`config.mk`:
```
export PLATFORM = sky130hd
export DESIGN_NAME = ej32_div
export DESIGN_NICKNAME = d
export VERILOG_FILES = /design/src/rtl/ej32_pkg.sv /design/src/rtl/ej32_neg.sv /design/src/rtl/ej32_div.sv
export SDC_FILE = /design/constraint.sdc
export NUM_CORES = 1
export LEC_CHECK = 0
export CORE_MARGIN = 2
export CORE_UTILIZATION = 58
export DETAILED_ROUTE_END_ITERATION = 16
export MAX_ROUTING_LAYER = met4
export PLACE_DENSITY = 0.84
export SLEW_MARGIN = 0
export SYNTH_ARGS = -nofsm -noshare
export SYNTH_HDL_FRONTEND = slang
export SYNTH_SLANG_ARGS = --single-unit
```
`constraint.sdc`:
```
create_clock -name clk -period 9.4 [get_ports clk]
set_clock_uncertainty 0.15 [all_clocks]
set_input_delay 0.94 -clock clk [delete_from_list [all_inputs] [get_ports clk]]
set_output_delay 0.94 -clock clk [all_outputs]
set_load 0.005 [all_outputs]
```
`src/rtl/ej32_pkg.sv`:
```
// ej32_pkg: shared types for the ej32 core slice
package ej32_pkg;
   typedef enum logic [1:0] {IDLE, CALC, FIX, DONE} div_st_t;
   typedef enum logic [1:0] {SO_NONE, SO_PUSH, SO_POP, SO_REPL} stack_op;
   typedef enum logic [7:0] {
      OP_NOP  = 8'h00,
      OP_IADD = 8'h60,
      OP_ISUB = 8'h64,
      OP_IMUL = 8'h68,
      OP_IDIV = 8'h6c,
      OP_IREM = 8'h70
   } opcode_t;
endpackage

```
`src/rtl/ej32_neg.sv`:
```
// ej32_neg: conditional two's-complement negate
module ej32_neg #(
   parameter int DSZ = 32
) (
   input  logic           neg,
   input  logic [DSZ-1:0] a,
   output logic [DSZ-1:0] y
);
   assign y = neg ? -a : a;
endmodule

```
`src/rtl/ej32_div.sv`:
```
// ej32_div: multi-cycle restoring divider, Java idiv/irem or unsigned
module ej32_div
   import ej32_pkg::*;
#(
   parameter int DSZ = 32
) (
   input  logic           clk,
   input  logic           rst,
   input  logic           div_en,
   input  logic           sgn,
   input  logic [DSZ-1:0] s,
   input  logic [DSZ-1:0] t,
   output logic           div_bsy,
   output logic           div_done,
   output logic [DSZ-1:0] div_q,
   output logic [DSZ-1:0] div_r,
   output logic           div_z
);
   localparam int CW = $clog2(DSZ);
   div_st_t st, st_nxt;
   logic [CW-1:0] cnt;
   logic [DSZ-1:0] s_r, t_r, dm, quo, rem, s_abs, t_abs, q_fix, r_fix;
   logic qs, rs, start;
   logic [DSZ:0] sh, diff;
   ej32_neg #(.DSZ(DSZ)) u_abs_s (.neg(s[DSZ-1] & sgn), .a(s), .y(s_abs));
   ej32_neg #(.DSZ(DSZ)) u_abs_t (.neg(t[DSZ-1] & sgn), .a(t), .y(t_abs));
   ej32_neg #(.DSZ(DSZ)) u_fix_q (.neg(qs), .a(quo), .y(q_fix));
   ej32_neg #(.DSZ(DSZ)) u_fix_r (.neg(rs), .a(rem), .y(r_fix));
   always_comb begin
      start  = (st == IDLE || st == DONE) && div_en;
      sh     = {rem, quo[DSZ-1]};
      diff   = sh - {1'b0, dm};
      st_nxt = start ? CALC :
               st == CALC ? (cnt == '0 ? FIX : CALC) :
               st == FIX  ? DONE : IDLE;
   end
   always_ff @(posedge clk or posedge rst) begin
      if (rst) begin
         st       <= IDLE;
         cnt      <= '0;
         div_bsy  <= 1'b0;
         div_done <= 1'b0;
         div_q    <= '0;
         div_r    <= '0;
         div_z    <= 1'b0;
         s_r      <= '0;
         t_r      <= '0;
         dm       <= '0;
         quo      <= '0;
         rem      <= '0;
         qs       <= 1'b0;
         rs       <= 1'b0;
      end else begin
         st       <= st_nxt;
         div_bsy  <= st_nxt == CALC || st_nxt == FIX;
         div_done <= st_nxt == DONE;
         if (start) begin
            s_r <= s;
            t_r <= t;
            dm  <= t_abs;
            quo <= s_abs;
            rem <= '0;
            qs  <= (s[DSZ-1] ^ t[DSZ-1]) & sgn;
            rs  <= s[DSZ-1] & sgn;
            cnt <= CW'(DSZ - 1);
         end else if (st == CALC) begin
            // a set diff MSB means the trial subtract went negative: restore
            rem <= diff[DSZ] ? sh[DSZ-1:0] : diff[DSZ-1:0];
            quo <= {quo[DSZ-2:0], ~diff[DSZ]};
            cnt <= cnt - 1'b1;
         end else if (st == FIX) begin
            div_q <= t_r == '0 ? '0 : q_fix;
            div_r <= t_r == '0 ? s_r : r_fix;
            div_z <= t_r == '0;
         end
      end
   end
endmodule

```
# == After elaboration in Yosys (flattened, before gate mapping) ==
# Index checks and enable logic that the tools add are counted.
# W data, S select, Z words.
# classes
n_addsub,6
bitwise,7
n_reduce_logical,8
n_eq_ne,6
muxes,17
# ops
op,n
$mux W32,11
$neg A32 Y32,4
$sub A33 B32 Y33,1
$logic_not A32 Y1,1
$mux W5,2
$eq A2 B2 Y1 const B,4
$mux W2,4
$logic_not A5 Y1,1
$sub A5 B1 Y5 const B,1
$eq A2 B1 Y1 const B,2
$and A1 B1 Y1,3
$not A1 Y1,3
$reduce_and A3 Y1,1
$logic_not A2 Y1,1
$logic_or A1 B1 Y1,2
$reduce_bool A2 Y1,1
$logic_and A1 B1 Y1,1
$xor A1 B1 Y1,1
# totals
output_inout_bits,67
ff_bits,236
elab_cells,58

# == Depth between registers and ports, before layout ==
# Gate-level depths: netlist (run 1).
# logic_depth
ltp_word,6
depth_mapped,13
ltp_nobuf,12

# == By module ==
# From an unflattened synthesis (run 1), not the netlist that was laid out.
# hier_totals
cells_unflattened,1642
area_unflattened_um2,14990.6
# by_module_without_submodules
module,area_per_inst_um2,instances,cells_each,seq_area_each_um2
ej32_div,11922.7,1,1210,5905.7
ej32_neg,767.0,4,108,0.0

# == Least setup slack after synthesis (run 1) ==
# Ideal clock, no wire load.
# synth_path
kind,register -> register
startpoint,register t_r[0] (netlist name)
endpoint,register rem[13]
synth_period_minus_slack_ns,3.741
setup_ns,0.094
t_arrival_ns,3.497
path_slack_ns,5.659
path_buffers,1
path_stages_with_launch,13
required_ns,9.156
cell_sequence,dfrtp_1 > ha_1 > fa_1 > nor2b_1 > o2111a_1 > nor4b_1 > o21ai_0 > a311oi_1 > o31a_1 > o311ai_1 > clkbuf_1 > mux2i_1 > a211oi_1
# synth_rtl
item,line_no,source
end signal: assignment,ej32_div.sv:68,rem <= diff[DSZ] ? sh[DSZ-1:0] : diff[DSZ-1:0];
end: declaration,ej32_div.sv:22,"logic [DSZ-1:0] s_r, t_r, dm, quo, rem, s_abs, t_abs, q_fix, r_fix;"

# == Worst setup path in the final report (run 1) ==
# layout_path
startpoint,register quo[31]
endpoint,register rem[13]
# layout_between
elab_chain_cells,4
# layout_lines
item,line_no,source
start: declaration,ej32_div.sv:22,
start signal: assignment,ej32_div.sv:61,quo <= s_abs;
start signal: assignment,ej32_div.sv:69,"quo <= {quo[DSZ-2:0], ~diff[DSZ]};"
$sub A33 B32 Y33,ej32_div.sv:32,"diff = sh - {1'b0, dm};"
$mux W32,ej32_div.sv:68,
$mux W32,ej32_div.sv:66,end else if (st == CALC) begin
$mux W32,ej32_div.sv:57,if (start) begin
# Every way passes these cells. The select of a mux whose other input is x is not followed.
# A chain may end at the register's enable or synchronous reset.

==> out/metrics.csv, run 1 <==
metric,value,unit
non-filler cells in the finished layout,2048,
dpl cells,2008,
Worst Setup Start Kind,flop,
Post-Layout Inst Area,0.0164,mm2
antenna-violating nets left,0,
first-pass iteration count of the detailed router,5,
maxcap violations,0,
Fmax,0.221,GHz
DRC viols,0,
Cell variety after synth,60,
number of synthesized register bits,235,
r2r setup slk,4.88,ns
Synth area leader,dfrtp_1,
initial core utilization,0.594,
RSZ-0062 raised after global routing,no,
Clock Tree Buf Depth,3,
post-cts sizing count,0,
layout cells sized above 1,0.0567,
GRT Total Usage,0.281,
H-tree depth,1,
capturing point of the worst reg2reg path,rem[13]$_DFFE_PP0P_,
Syn Inst Count,1631,
WL per Instance,17.0,um
CP Max Fanout,33,
vias in the first global route,11500,
DRT iter0 DRCs,947,
Core Area,0.0236,mm2
GRT met2 Usage,0.458,
Placement Setup Slack,4.94,ns
Main synth FF type,dfrtp_1,
Die ar.,0.0254,mm2
Worst setup EP type,flop,
reg2reg path depth,13,
via count,11900,
post-DR vias/cell,5.83,
Worst Tran Pin Value,1.16,ns
n_diodes,0,
grt total ovfl,0,
clk_lat worst skew,0.52,ns
end point of the critical path,rem[13]$_DFFE_PP0P_,
CP arrival,4.73,ns
GR peak layer,met2,
Placer Congestion,0.871,
top-count cell post-synth,nand2_1,
Worst R2R Start,quo[31]$_DFFE_PP0P_,
Slew Limit Headroom,0.226,
initial antenna violation count,0,
TritonCTS Sinks,235,
Critical Path Source,quo[31]$_DFFE_PP0P_,
min cycle time layout,4.52,ns
Post-Syn Nets,1740,
total power,5.89,mW
Post-Syn Area,0.0140,mm2
fin nets,1826,
global-route wire length before repair,57900,um
Port Buffers,134,
CTS root buffer,clkbuf_16,
# rows,56,
total wire length,34900,um
"Seq/Total Area, Yosys",0.420,
number of setup buffers added after CTS,0,
number of synthesized flops with an enable pin,0,
CP required,9.61,ns
I/O pin count,135,
Worst Slack Setup Final,4.88,ns
synthesized area per cell,8.59,um2
CTS Buf Count,26,
Final Max Tran Viols,0,
hold buffers post-CTS,0,
"CTS clk-pin slew, worst paths",0.06,ns
met3 usage,0.0313,
status,completed,
Area Growth Syn to Fin,16.7,%
Synth area leaders,"dfrtp_1 42%, nand2_1 9.2%, xor2_1 6.1%",
Pleak,7.24,nW
HP Class,reg -> reg,
fillers,1861,
PwrDens,360,mW/mm2
CP Class,reg -> reg,
# setup viols final,0,
DPL Wire Length,24700,um
"Async S/R FF share, synth",1.00,
chip height,159,um
die width,159,um
top cell type's share of synthesized area,0.420,
Peak VDD IR,0.000212,V
number of hold violations in the final report,0,
Placed Area,0.0156,mm2
met1 usage,0.380,
Synthesis Warnings,0,
CTS tree,built,
largest net degree at the start of global routing,95,
setup_tns,0,ns
commonest cells in the netlist,"344 x nand2_1, 235 x dfrtp_1, 166 x o21ai_0",
period utilization,0.480,
[routing by layer]
layer / routed length (um) / share of wire / up-vias
li1: - / - / 5813
met1: 15600 / 0.45 / 5672
met2: 16700 / 0.48 / 387
met3: 1760 / 0.050 / 62
met4: 764 / 0.022 / 0
met5: 0 / 0 / -
[critical path, stage by stage (launching register included)]
cell      delay, ns
dfrtp_1        0.38
inv_1          0.15
ha_1           0.21
fa_1           0.21
nor2b_1        0.07
o2111a_1       0.27
nor4b_1        0.34
o21ai_0        0.30
a311oi_1       0.79
o311ai_0       0.37
o311ai_4       0.25
buf_4          0.51
mux2i_1        0.25
a211oi_1       0.09
[layout by cell type (no fill, tap or decap), drive strengths merged, types with 9 or more instances in the layout]
cell type	count
o21ai	168
or3	13
nand2	344
a31oi	11
or4	17
xor2	97
buf	9
clkdlybuf4s50	134
clkbuf	36
ha	40
o31ai	32
mux2	35
nand3	20
a21oi	87
o22ai	31
o41ai	17
nor2	76
inv	87
xnor2	49
dfrtp	235
nor3	19
nor4	19
nor2b	11
mux2i	52
[layout make-up]
cell class                 count  area (um2)  share of cell area
multi-input combinational   1223        7530               0.461
timing repair buffer         143        1410              0.0862
tap                          319         399              0.0244
sequential                   235        5880               0.360
clock buffer                  36         769              0.0471
inverter                      88         338              0.0207
clock inverter                 4        22.5             0.00138
[report_power, final]
part | switching, mW | total, mW | internal, mW
clock network | 0.390 | 0.951 | 0.561
logic | 1.76 | 3.09 | 1.34
registers | 0.420 | 1.85 | 1.43
total | 2.57 | 5.89 | 3.32
[through the flow]
stage	util	hold slack (ns)
2_1_floorplan	-	0.290
3_3_place_gp	0.659	0.304
3_5_place_dp	0.659	0.313
4_1_cts	0.692	0.327
5_1_grt	0.692	0.346
6_report	0.692	0.329
[state kept, by name (all words and copies together), names as in the netlist]
signal / cells
rs: 1
quo: 32
div_q: 32
div_done: 1
rem: 32
dm: 31
cnt: 5
div_bsy: 1
div_z: 1
qs: 1
div_r: 32
t_r: 32
st: 2
s_r: 32
[how the worst min path moves through the flow]
stage	start	to	cells after the start
after floorplan	s_r[29]$_DFFE_PP0P_	s_r[29]$_DFFE_PP0P_	2
after global placement	s_r[29]$_DFFE_PP0P_	s_r[29]$_DFFE_PP0P_	2
after detailed placement	s_r[23]$_DFFE_PP0P_	s_r[23]$_DFFE_PP0P_	2
after CTS	s_r[16]$_DFFE_PP0P_	s_r[16]$_DFFE_PP0P_	2
after global routing	s_r[30]$_DFFE_PP0P_	s_r[30]$_DFFE_PP0P_	2
final	s_r[16]$_DFFE_PP0P_	s_r[16]$_DFFE_PP0P_	2
[kinds of logic (layout without fill, tap and decap cells)]
kind of cell | Yosys count | count (layout) | synth area share
multiplexers | 87 | 87 | 0.0653
buffers and inverters | 173 | 271 | 0.0469
XOR/XNOR | 146 | 146 | 0.0912
AND/OR/NAND/NOR | 551 | 551 | 0.171
flip-flops | 235 | 235 | 0.420
AO/OA/AOI/OAI | 398 | 398 | 0.169
adder cells (fa/ha/maj) | 41 | 41 | 0.0371
Note: power is estimated with default switching activity, not from simulation.
==> inputs of run 2 (changes only) <==
- clock period: 9.4 -> 4.6 ns (I/O delays scaled with it)
==> run 2 against run 1 <==
Effect of this change:
- sequential cell count is the same
- cell count increased by 0.44%
- sequential share of layout area decreased by 0.30 points
- via count shrank 0.24%
- worst setup slack got worse by 4.4 ns
- design area up 0.84%
- die area did not move
- critical path depth up 1
- power rose by 110%
- count of clock-buffer cells in the layout is 2 lower
==> out/metrics.csv, run 2 (synthesis results as in run 1) <==
metric,value,unit
WL per Instance,16.7,um
CP max stage delay,0.61,ns
"commonest non-fill, non-tap cell in the layout",nand2_1,
# rows,56,
HP Class,in -> async,
Worst Tran Pin Value,1.10,ns
dpl cells,2011,
register area,0.00588,mm2
first-pass iteration count of the detailed router,6,
layout cells sized above 1,0.0610,
crit path cell chain,inv_1 -> ha_1 -> fa_1 -> nor2b_1 -> o2111a_1 -> nor4b_1 -> o21ai_0 -> buf_4 -> a311oi_1 -> o311ai_0 -> o311ai_4 -> buf_12 -> mux2i_1 -> a21oi_1,
grt total ovfl,0,
Crit path max-delay family,compound AO/OA/AOI/OAI gates,
number of setup buffers added after CTS,0,
Pleak,7.30,nW
Placer Congestion,0.919,
Peak VDD IR,0.000469,V
largest net degree at the start of global routing,133,
via count,11900,
period utilization,0.893,
initial core utilization,0.594,
area of the multi-input gates,0.00753,mm2
CP required,4.84,ns
global-route wire length before repair,56600,um
r2r setup slk,0.49,ns
Clock Tree Buf Depth,3,
Worst setup EP type,flop,
CP arrival,4.34,ns
number of hold violations in the final report,0,
clk_lat worst skew,0.55,ns
Die ar.,0.0254,mm2
slowest CP cell,a311oi_1,
capturing point of the worst reg2reg path,rem[19]$_DFFE_PP0P_,
total power,12.2,mW
fin nets,1829,
reg2reg path depth,14,
n_diodes,0,
Fmax,0.244,GHz
fillers,1857,
post-cts sizing count,0,
post-DR vias/cell,5.79,
Final Max Tran Viols,0,
"CTS clk-pin slew, worst paths",0.06,ns
TritonCTS Sinks,235,
Levels on crit path,14,
CTS tree,built,
# setup viols final,0,
RSZ-0062 raised after global routing,no,
Area Growth Syn to Fin,17.6,%
Port Buffers,134,
chip height,159,um
CTS root buffer,clkbuf_16,
DRT iter0 DRCs,982,
Slew Limit Headroom,0.268,
maxcap violations,0,
I/O pin count,135,
GRT Total Usage,0.275,
CTS Buf Count,26,
non-filler cells in the finished layout,2057,
H-tree depth,1,
antenna-violating nets left,0,
status,completed,
setup_tns,0,ns
hold buffers post-CTS,0,
most frequent cells in the layout,"343 x nand2_1, 235 x dfrtp_1, 166 x o21ai_0",
die width,159,um
CP Max Fanout,29,
Core Area,0.0236,mm2
Worst R2R Start,quo[31]$_DFFE_PP0P_,
min cycle time layout,4.11,ns
total wire length,34300,um
buffers plus inverters on the worst setup path,3,
CP Class,reg -> reg,
vias in the first global route,11300,
DRC viols,0,
DPL Wire Length,24500,um
initial antenna violation count,0,
PwrDens,743,mW/mm2
Worst Setup Start Kind,flop,
-- run 2: cell types whose count changed in the layout (fill, tap and decap cells not counted) --
cell / change
clkinvlp_4: +1
bufinv_16: +2
buf_4: -2
clkbuf_8: -2
clkinv_8: +1
clkbuf_1: +1
clkbuf_16: -1
buf_12: +5
inv_8: -1
inv_6: +1
clkinv_2: +4
-- run 2: power breakdown --
| part | switching, mW | internal, mW | leakage [nW] | total (mW) |
|---|---|---|---|---|
| registers | 0.865 | 2.91 | 2.98 | 3.78 |
| clock network | 0.867 | 1.22 | 0.421 | 2.08 |
| logic | 3.60 | 2.79 | 3.90 | 6.39 |
-- run 2: how the worst max path moves through the flow --
stage | to | from
floorplan | rem[13]$_DFFE_PP0P_ | t_r[0]$_DFFE_PP0P_
global placement | rem[8]$_DFFE_PP0P_ | quo[31]$_DFFE_PP0P_
detailed placement | rem[2]$_DFFE_PP0P_ | quo[31]$_DFFE_PP0P_
CTS | rem[19]$_DFFE_PP0P_ | quo[31]$_DFFE_PP0P_
global route | rem[19]$_DFFE_PP0P_ | quo[31]$_DFFE_PP0P_
finish | rem[19]$_DFFE_PP0P_ | quo[31]$_DFFE_PP0P_
-- run 2: layout make-up --
| type | count | area share |
|---|---|---|
| clock buffer | 34 | 0.0437 |
| clock inverter | 12 | 0.00774 |
| inverter | 88 | 0.0203 |
| multi-input combinational | 1223 | 0.457 |
| sequential | 235 | 0.357 |
| tap | 319 | 0.0242 |
| timing repair buffer | 146 | 0.0906 |
-- run 2: worst reg2reg max path, delay by kind of cell (launching register included) --
family | cells | cell delay (ns)
AOI/OAI and AO/OA | 6 | 1.76
adders and majority gates | 2 | 0.43
buffers and inverters | 3 | 0.62
DFF | 1 | 0.38
muxes | 1 | 0.25
and+or+nand+nor | 2 | 0.37
-- run 2: per-layer routing --
layer	up-vias	part of all wire	GRT usage
li1	5804	-	-
met1	5665	0.44	0.364
met2	366	0.48	0.452
met3	70	0.056	0.0310
met4	0	0.027	0.0793
met5	-	0	-
-- run 2: stage by stage --
step	instance area, um2	hold slack (ns)	setup WS, ns	util
after floorplan	14000	0.290	0.859	-
after global placement	15600	0.308	0.695	0.662
after detailed placement	15600	0.313	0.572	0.662
after CTS	16500	0.214	0.491	0.698
after global routing	16500	0.270	0.203	0.698
final	16500	0.206	0.494	0.698
